**src/rtl/hazard_ctrl_if.sv**
```systemverilog
// Hazard-control bus between the pipeline datapath (master) and hazard_ctrl (slave).
// Carries the hazard sources into the controller and the per-stage HzCtrl codes back out.
interface hazard_ctrl_if #(
  parameter int unsigned CNT_W = 16
);
  logic [4:0]       IF_ID_RsAddr;
  logic [4:0]       IF_ID_RtAddr;
  logic             ID_UsesRt;
  logic             ID_Jump;
  logic             ID_EX_MemRd;
  logic [4:0]       ID_EX_RtAddr;
  logic             EX_BranchTaken;
  logic             MemReq;
  logic             MemReady;
  logic [1:0]       PC_HzCtrl;
  logic [1:0]       IF_ID_HzCtrl;
  logic [1:0]       ID_EX_HzCtrl;
  logic [1:0]       EX_MEM_HzCtrl;
  logic [1:0]       MEM_WB_HzCtrl;
  logic             MemTimeout;
  logic [CNT_W-1:0] StallCnt;
  logic [CNT_W-1:0] FlushCnt;

  modport master (
    output IF_ID_RsAddr, IF_ID_RtAddr, ID_UsesRt, ID_Jump,
           ID_EX_MemRd, ID_EX_RtAddr, EX_BranchTaken, MemReq, MemReady,
    input  PC_HzCtrl, IF_ID_HzCtrl, ID_EX_HzCtrl, EX_MEM_HzCtrl, MEM_WB_HzCtrl,
           MemTimeout, StallCnt, FlushCnt
  );

  modport slave (
    input  IF_ID_RsAddr, IF_ID_RtAddr, ID_UsesRt, ID_Jump,
           ID_EX_MemRd, ID_EX_RtAddr, EX_BranchTaken, MemReq, MemReady,
    output PC_HzCtrl, IF_ID_HzCtrl, ID_EX_HzCtrl, EX_MEM_HzCtrl, MEM_WB_HzCtrl,
           MemTimeout, StallCnt, FlushCnt
  );
endinterface

```
**src/rtl/hazard_ctrl.sv**
```systemverilog
// Pipeline hazard controller: combinational per-stage stall/flush codes for load-use,
// taken branch, jump and data-memory wait, with a memory-timeout FSM and saturating statistics.
module hazard_ctrl #(
  parameter int unsigned STALL_MAX = 15,
  parameter int unsigned WAIT_W    = 4,
  parameter int unsigned CNT_W     = 16
) (
  input  logic          clk,
  input  logic          rst,
  hazard_ctrl_if.slave  hz
);

  localparam logic [1:0] ST_RUN   = 2'd0;
  localparam logic [1:0] ST_MWAIT = 2'd1;
  localparam logic [1:0] ST_HALT  = 2'd2;

  localparam logic [1:0] HZ_NORM  = 2'b00;
  localparam logic [1:0] HZ_FLUSH = 2'b01;
  localparam logic [1:0] HZ_STALL = 2'b10;

  // Packed as PC / IF_ID / ID_EX / EX_MEM / MEM_WB, PC in the top bits.
  localparam logic [9:0] CTRL_NONE   = {HZ_NORM,  HZ_NORM,  HZ_NORM,  HZ_NORM,  HZ_NORM};
  localparam logic [9:0] CTRL_MEMW   = {HZ_STALL, HZ_STALL, HZ_STALL, HZ_STALL, HZ_FLUSH};
  localparam logic [9:0] CTRL_BRANCH = {HZ_NORM,  HZ_FLUSH, HZ_FLUSH, HZ_NORM,  HZ_NORM};
  localparam logic [9:0] CTRL_LU     = {HZ_STALL, HZ_STALL, HZ_FLUSH, HZ_NORM,  HZ_NORM};
  localparam logic [9:0] CTRL_JUMP   = {HZ_NORM,  HZ_FLUSH, HZ_NORM,  HZ_NORM,  HZ_NORM};

  localparam logic [WAIT_W-1:0] WAIT_LIMIT = WAIT_W'(STALL_MAX);

  logic [1:0]        r_state;
  logic [WAIT_W-1:0] r_wait_cnt;
  logic              r_timeout;
  logic [CNT_W-1:0]  r_stall_cnt;
  logic [CNT_W-1:0]  r_flush_cnt;

  logic [1:0]        w_next_state;
  logic [WAIT_W-1:0] w_wait_nxt;
  logic              w_timeout_set;
  logic              w_lu;
  logic              w_mw;
  logic [9:0]        w_run_ctrl;
  logic [9:0]        w_fsm_ctrl;
  logic [9:0]        w_ctrl;

  assign w_lu = hz.ID_EX_MemRd && (hz.ID_EX_RtAddr != 5'd0) &&
                ((hz.ID_EX_RtAddr == hz.IF_ID_RsAddr) ||
                 (hz.ID_UsesRt && (hz.ID_EX_RtAddr == hz.IF_ID_RtAddr)));
  assign w_mw = hz.MemReq && !hz.MemReady;

  // Non-memory hazards in priority order; shared by RUN and the MWAIT release cycle.
  always_comb begin
    w_run_ctrl = CTRL_NONE;
    if (hz.EX_BranchTaken) begin
      w_run_ctrl = CTRL_BRANCH;
    end else if (w_lu) begin
      w_run_ctrl = CTRL_LU;
    end else if (hz.ID_Jump) begin
      w_run_ctrl = CTRL_JUMP;
    end
  end

  always_comb begin
    w_next_state  = r_state;
    w_wait_nxt    = r_wait_cnt;
    w_timeout_set = 1'b0;
    w_fsm_ctrl    = CTRL_NONE;
    case (r_state)
      ST_RUN: begin
        if (w_mw) begin
          w_fsm_ctrl   = CTRL_MEMW;
          w_next_state = ST_MWAIT;
          w_wait_nxt   = WAIT_W'(1);
        end else begin
          w_fsm_ctrl = w_run_ctrl;
        end
      end
      ST_MWAIT: begin
        if (hz.MemReady) begin
          w_fsm_ctrl   = w_run_ctrl;
          w_next_state = ST_RUN;
          w_wait_nxt   = '0;
        end else begin
          w_fsm_ctrl = CTRL_MEMW;
          if (r_wait_cnt < WAIT_LIMIT) begin
            w_wait_nxt = r_wait_cnt + WAIT_W'(1);
          end else begin
            w_next_state  = ST_HALT;
            w_timeout_set = 1'b1;
          end
        end
      end
      ST_HALT: begin
        w_fsm_ctrl = CTRL_MEMW;
      end
      default: begin
        w_fsm_ctrl   = CTRL_NONE;
        w_next_state = ST_RUN;
        w_wait_nxt   = '0;
      end
    endcase
  end

  assign w_ctrl = rst ? w_fsm_ctrl : CTRL_NONE;

  assign hz.PC_HzCtrl     = w_ctrl[9:8];
  assign hz.IF_ID_HzCtrl  = w_ctrl[7:6];
  assign hz.ID_EX_HzCtrl  = w_ctrl[5:4];
  assign hz.EX_MEM_HzCtrl = w_ctrl[3:2];
  assign hz.MEM_WB_HzCtrl = w_ctrl[1:0];
  assign hz.MemTimeout    = r_timeout;
  assign hz.StallCnt      = r_stall_cnt;
  assign hz.FlushCnt      = r_flush_cnt;

  always_ff @(posedge clk) begin
    if (!rst) begin
      r_state     <= ST_RUN;
      r_wait_cnt  <= '0;
      r_timeout   <= 1'b0;
      r_stall_cnt <= '0;
      r_flush_cnt <= '0;
    end else begin
      r_state    <= w_next_state;
      r_wait_cnt <= w_wait_nxt;
      if (w_timeout_set) begin
        r_timeout <= 1'b1;
      end
      if ((w_ctrl[9:8] == HZ_STALL) && (r_stall_cnt != '1)) begin
        r_stall_cnt <= r_stall_cnt + CNT_W'(1);
      end
      if ((w_ctrl[7:6] == HZ_FLUSH) && (r_flush_cnt != '1)) begin
        r_flush_cnt <= r_flush_cnt + CNT_W'(1);
      end
    end
  end

endmodule

```
**src/flat_wrapper.sv**
```systemverilog
// flat-port wrapper written by rule: the top's interface ports become plain ports
module hazard_ctrl_flat 
#(
  parameter int unsigned STALL_MAX = 15,
  parameter int unsigned WAIT_W    = 4,
  parameter int unsigned CNT_W     = 16
)
  (clk, rst, hz_IF_ID_RsAddr, hz_IF_ID_RtAddr, hz_ID_UsesRt, hz_ID_Jump, hz_ID_EX_MemRd, hz_ID_EX_RtAddr, hz_EX_BranchTaken, hz_MemReq, hz_MemReady, hz_PC_HzCtrl, hz_IF_ID_HzCtrl, hz_ID_EX_HzCtrl, hz_EX_MEM_HzCtrl, hz_MEM_WB_HzCtrl, hz_MemTimeout, hz_StallCnt, hz_FlushCnt);
  hazard_ctrl_if #(.CNT_W(CNT_W)) hz_i ();
  input  logic clk;
  input  logic rst;
  input wire logic [$bits(hz_i.IF_ID_RsAddr)-1:0] hz_IF_ID_RsAddr;
  input wire logic [$bits(hz_i.IF_ID_RtAddr)-1:0] hz_IF_ID_RtAddr;
  input wire logic [$bits(hz_i.ID_UsesRt)-1:0] hz_ID_UsesRt;
  input wire logic [$bits(hz_i.ID_Jump)-1:0] hz_ID_Jump;
  input wire logic [$bits(hz_i.ID_EX_MemRd)-1:0] hz_ID_EX_MemRd;
  input wire logic [$bits(hz_i.ID_EX_RtAddr)-1:0] hz_ID_EX_RtAddr;
  input wire logic [$bits(hz_i.EX_BranchTaken)-1:0] hz_EX_BranchTaken;
  input wire logic [$bits(hz_i.MemReq)-1:0] hz_MemReq;
  input wire logic [$bits(hz_i.MemReady)-1:0] hz_MemReady;
  output wire logic [$bits(hz_i.PC_HzCtrl)-1:0] hz_PC_HzCtrl;
  output wire logic [$bits(hz_i.IF_ID_HzCtrl)-1:0] hz_IF_ID_HzCtrl;
  output wire logic [$bits(hz_i.ID_EX_HzCtrl)-1:0] hz_ID_EX_HzCtrl;
  output wire logic [$bits(hz_i.EX_MEM_HzCtrl)-1:0] hz_EX_MEM_HzCtrl;
  output wire logic [$bits(hz_i.MEM_WB_HzCtrl)-1:0] hz_MEM_WB_HzCtrl;
  output wire logic [$bits(hz_i.MemTimeout)-1:0] hz_MemTimeout;
  output wire logic [$bits(hz_i.StallCnt)-1:0] hz_StallCnt;
  output wire logic [$bits(hz_i.FlushCnt)-1:0] hz_FlushCnt;
  assign hz_i.IF_ID_RsAddr = hz_IF_ID_RsAddr;
  assign hz_i.IF_ID_RtAddr = hz_IF_ID_RtAddr;
  assign hz_i.ID_UsesRt = hz_ID_UsesRt;
  assign hz_i.ID_Jump = hz_ID_Jump;
  assign hz_i.ID_EX_MemRd = hz_ID_EX_MemRd;
  assign hz_i.ID_EX_RtAddr = hz_ID_EX_RtAddr;
  assign hz_i.EX_BranchTaken = hz_EX_BranchTaken;
  assign hz_i.MemReq = hz_MemReq;
  assign hz_i.MemReady = hz_MemReady;
  assign hz_PC_HzCtrl = hz_i.PC_HzCtrl;
  assign hz_IF_ID_HzCtrl = hz_i.IF_ID_HzCtrl;
  assign hz_ID_EX_HzCtrl = hz_i.ID_EX_HzCtrl;
  assign hz_EX_MEM_HzCtrl = hz_i.EX_MEM_HzCtrl;
  assign hz_MEM_WB_HzCtrl = hz_i.MEM_WB_HzCtrl;
  assign hz_MemTimeout = hz_i.MemTimeout;
  assign hz_StallCnt = hz_i.StallCnt;
  assign hz_FlushCnt = hz_i.FlushCnt;
  hazard_ctrl #(.STALL_MAX(STALL_MAX), .WAIT_W(WAIT_W), .CNT_W(CNT_W)) u_core (.clk(clk), .rst(rst), .hz(hz_i));
endmodule
```
**config.mk**
```make
export PLATFORM = sky130hd
export DESIGN_NAME = hazard_ctrl_flat
export DESIGN_NICKNAME = d
export VERILOG_FILES = /design/src/rtl/hazard_ctrl_if.sv /design/src/rtl/hazard_ctrl.sv /design/src/flat_wrapper.sv
export SDC_FILE = /design/constraint.sdc
export NUM_CORES = 1
export LEC_CHECK = 0
export CORE_ASPECT_RATIO = 0.7
export CORE_MARGIN = 2
export CORE_UTILIZATION = 35
export CTS_CLUSTER_DIAMETER = 30
export CTS_CLUSTER_SIZE = 16
export DETAILED_ROUTE_END_ITERATION = 6
export HOLD_SLACK_MARGIN = 0.12
export PLACE_DENSITY_LB_ADDON = 0.1
export SYNTH_ARGS = -nofsm -noshare
export SYNTH_HDL_FRONTEND = slang
export SYNTH_SLANG_ARGS = --single-unit
```
**constraint.sdc**
```tcl
create_clock -name clk -period 4 [get_ports clk]
set_input_delay 1.2 -clock clk [delete_from_list [all_inputs] [get_ports clk]]
set_output_delay 1.2 -clock clk [all_outputs]
set_load 0.05 [all_outputs]
```
==> metrics <==
status finished clean; Synth area leader dfxtp_1; CP Capture Point hz_ID_EX_HzCtrl[0]; Worst-Skew Late Latency 0.30 ns; post-route cell area 3180 µm²; HP Class register to register; Clock transition at path regs 0.08 ns; Final Wtd Congestion 0.799; initial antenna violation count 0; Seq pwr share 48.5%; Starting Density 36.1%; worst slack at placement -0.194 ns; count leader, synth nand2_1; Hold Fails Final Rpt 0; register area share after synthesis 35.0%; fraction of registers with async set/reset 0%; vias in the first global route 2034; Worst Tran Pin Value 0.591 ns; IO Pins 66; worst r2r dst u_core.hz.FlushCnt[11]; Clock Root Buffer clkbuf_8; CTS Buf Count 5; Reg2Reg Depth 7; Max VDD drop 0.119 mV; first-pass GRT wire length 9.83 mm; max_slew headroom 59.6%; switching part of the total 29.2%; warnings from Yosys 0; post-synth top area share 35.0%; ANT nets after route 0; Worst Hold Depth 2; Synth Register Bits 39; Post-Route Utilization 51.4%; Placed Cells 423; die area 7050 µm²; clock sinks 39; max-slew violations 0; # fillers 595; row count 24; min-delay src u_core.hz.MemTimeout; CP required 2.80 ns; Max-Cap Viols 0; GR peak layer met1; Synth area leaders dfxtp_1 (35%), nand2_1 (6.7%), mux2i_1 (5.8%); pin count of the biggest net entering global routing 31; Final setup viols 0; H-tree levels 2; Worst R2R Start u_core.r_state[0]; GR Util All Layers 17.3%; vias per cell 5.29; antenna diode count 0; critical path launch point type input port; Crit. End Element output port; fin crit period 3.94 ns; final net count 379; RSZ-0062 raised after global routing no; GRT met2 Usage 22.1%; setup TNS 0 ns; worst reg2reg setup slack 1.66 ns; critical path class input port to output port; commonest cells in the synthesized netlist nand2_1 (40), dfxtp_1 (39), a21oi_1 (21), nand3_1 (18), nor2_1 (15); Power Internal 583 µW; Primary FF master, synth dfxtp_1; Final Skew 0.00733 ns; unique cell type count in the Yosys netlist 49; Area Overhead vs Synth 42.4%; Critical Path Start hz_ID_EX_RtAddr[3]; logic gate share of total power 18.4%; Switch Pwr 241 µW; Post-Route WL 5.98 mm; die height 70.8 µm; Detail Placement HPWL 4.38 mm; Peak Freq 254 MHz; placed cell area 3060 µm²; TritonCTS clock tree done; Core Area 6190 µm²; Max Fanout on Critical Path 3; Mapped Cells 281; Syn Area/Cell 7.95 µm²; pwr dens 259 nW/µm²; number of remaining DRC errors 0; final hold slack 0.474 ns; GR Layer Usage met1 27.2%; die width 99.5 µm; M3 GR Usage 4.45%; starting DRC count in detailed routing 117; clk buf depth 2; Vias 2285; total grt overflow 0; Final Power 824 µW; IO Port Bufs 62; routed length per instance 13.8 µm; crit share post-route 98.6%; mapped cell area 2230 µm²; WP data arrival 2.74 ns; layout cells sized above 1 12.1%; Layout Cells excl Fill 432; number of detailed-route iterations in the first pass 4; Setup WS post-layout 0.0570 ns; leakage power 1.11 nW; number of flops mapped to enable cells by yosys 0; Clk pwr share 33.1%
-- state kept, by name (all words and copies together) (netlist names) --
| signal | cells |
|---|---|
| u_core.r_wait_cnt | 4 |
| u_core.hz.MemTimeout | 1 |
| u_core.hz.StallCnt | 16 |
| u_core.r_state | 2 |
| u_core.hz.FlushCnt | 16 |
-- power groups by stage --
stage               registers [mW]  logic [mW]  clock network [mW]
global placement             0.409       0.148                   0
floorplan                    0.417      0.0740                   0
finish                       0.400       0.151               0.272
CTS                          0.399       0.152               0.278
global route                 0.401       0.163               0.294
detailed placement           0.409       0.149                   0
-- worst min-delay path by stage --
stage / end
floorplan: u_core.r_wait_cnt[1]
global placement: u_core.hz.MemTimeout
detailed placement: u_core.hz.MemTimeout
CTS: u_core.r_wait_cnt[1]
global route: u_core.hz.FlushCnt[5]
finish: u_core.hz.MemTimeout
-- final cells by class --
cell class / count / area, µm² / area share [%]
clock inverter: 2 / 12.5 / 0.394
timing repair buffer: 77 / 805 / 25.3
sequential: 39 / 781 / 24.6
multi-input combinational: 220 / 1370 / 43.2
clock buffer: 6 / 72.6 / 2.28
inverter: 10 / 37.5 / 1.18
tap: 78 / 97.6 / 3.07
-- placed cells by master, fill, tap and decap left out, types with 2 or more instances in the layout --
master,count
o21ai_0,8
nor2_1,15
o21bai_1,2
a21bo_2,2
nor3_1,6
inv_1,10
dfxtp_1,39
o31ai_1,7
nand2_2,2
ha_1,3
clkbuf_8,5
buf_4,14
nand2b_1,9
buf_12,7
nand4_1,8
a211oi_1,3
nand3_1,18
o211ai_1,6
xnor2_1,11
or4_1,3
a21oi_1,21
mux2i_1,13
dlygate4sd2_1,4
nand2_1,38
conb_1,3
and3_1,7
clkdlybuf4s50_1,50
or3_1,9
-- routing by layer --
metal,wire (µm),share of wire (%)
met5,0,0
met4,104,1.7
met2,2250,38
met1,3220,54
met3,396,6.6
-- logic make-up (layout without fill, tap and decap cells) --
kind of cell	count (synthesis)	after routing	share of synthesized area, %
DFF	39	39	35.0
adders and majority gates	3	3	1.68
buffers and inverters	24	95	5.10
muxes	13	13	5.83
AOI/OAI and AO/OA	64	64	19.0
and+or+nand+nor	125	125	28.6
other	1	3	0.168
xor gates and xnor gates	12	12	4.71
-- worst max-delay path, stage by stage --
cell           delay [ns]
dlygate4sd2_1        0.28
or4_4                0.55
o21a_1               0.22
nand2_2              0.11
nand2_1              0.06
and3_4               0.18
buf_12               0.14
-- timing repair --
action	CTS	global route
pin swaps	4	3
resized for setup	10	1
setup endpoints to repair	4	4
hold buffers	0	0
setup buffers	1	0
Power figures use the tool's default switching activity.
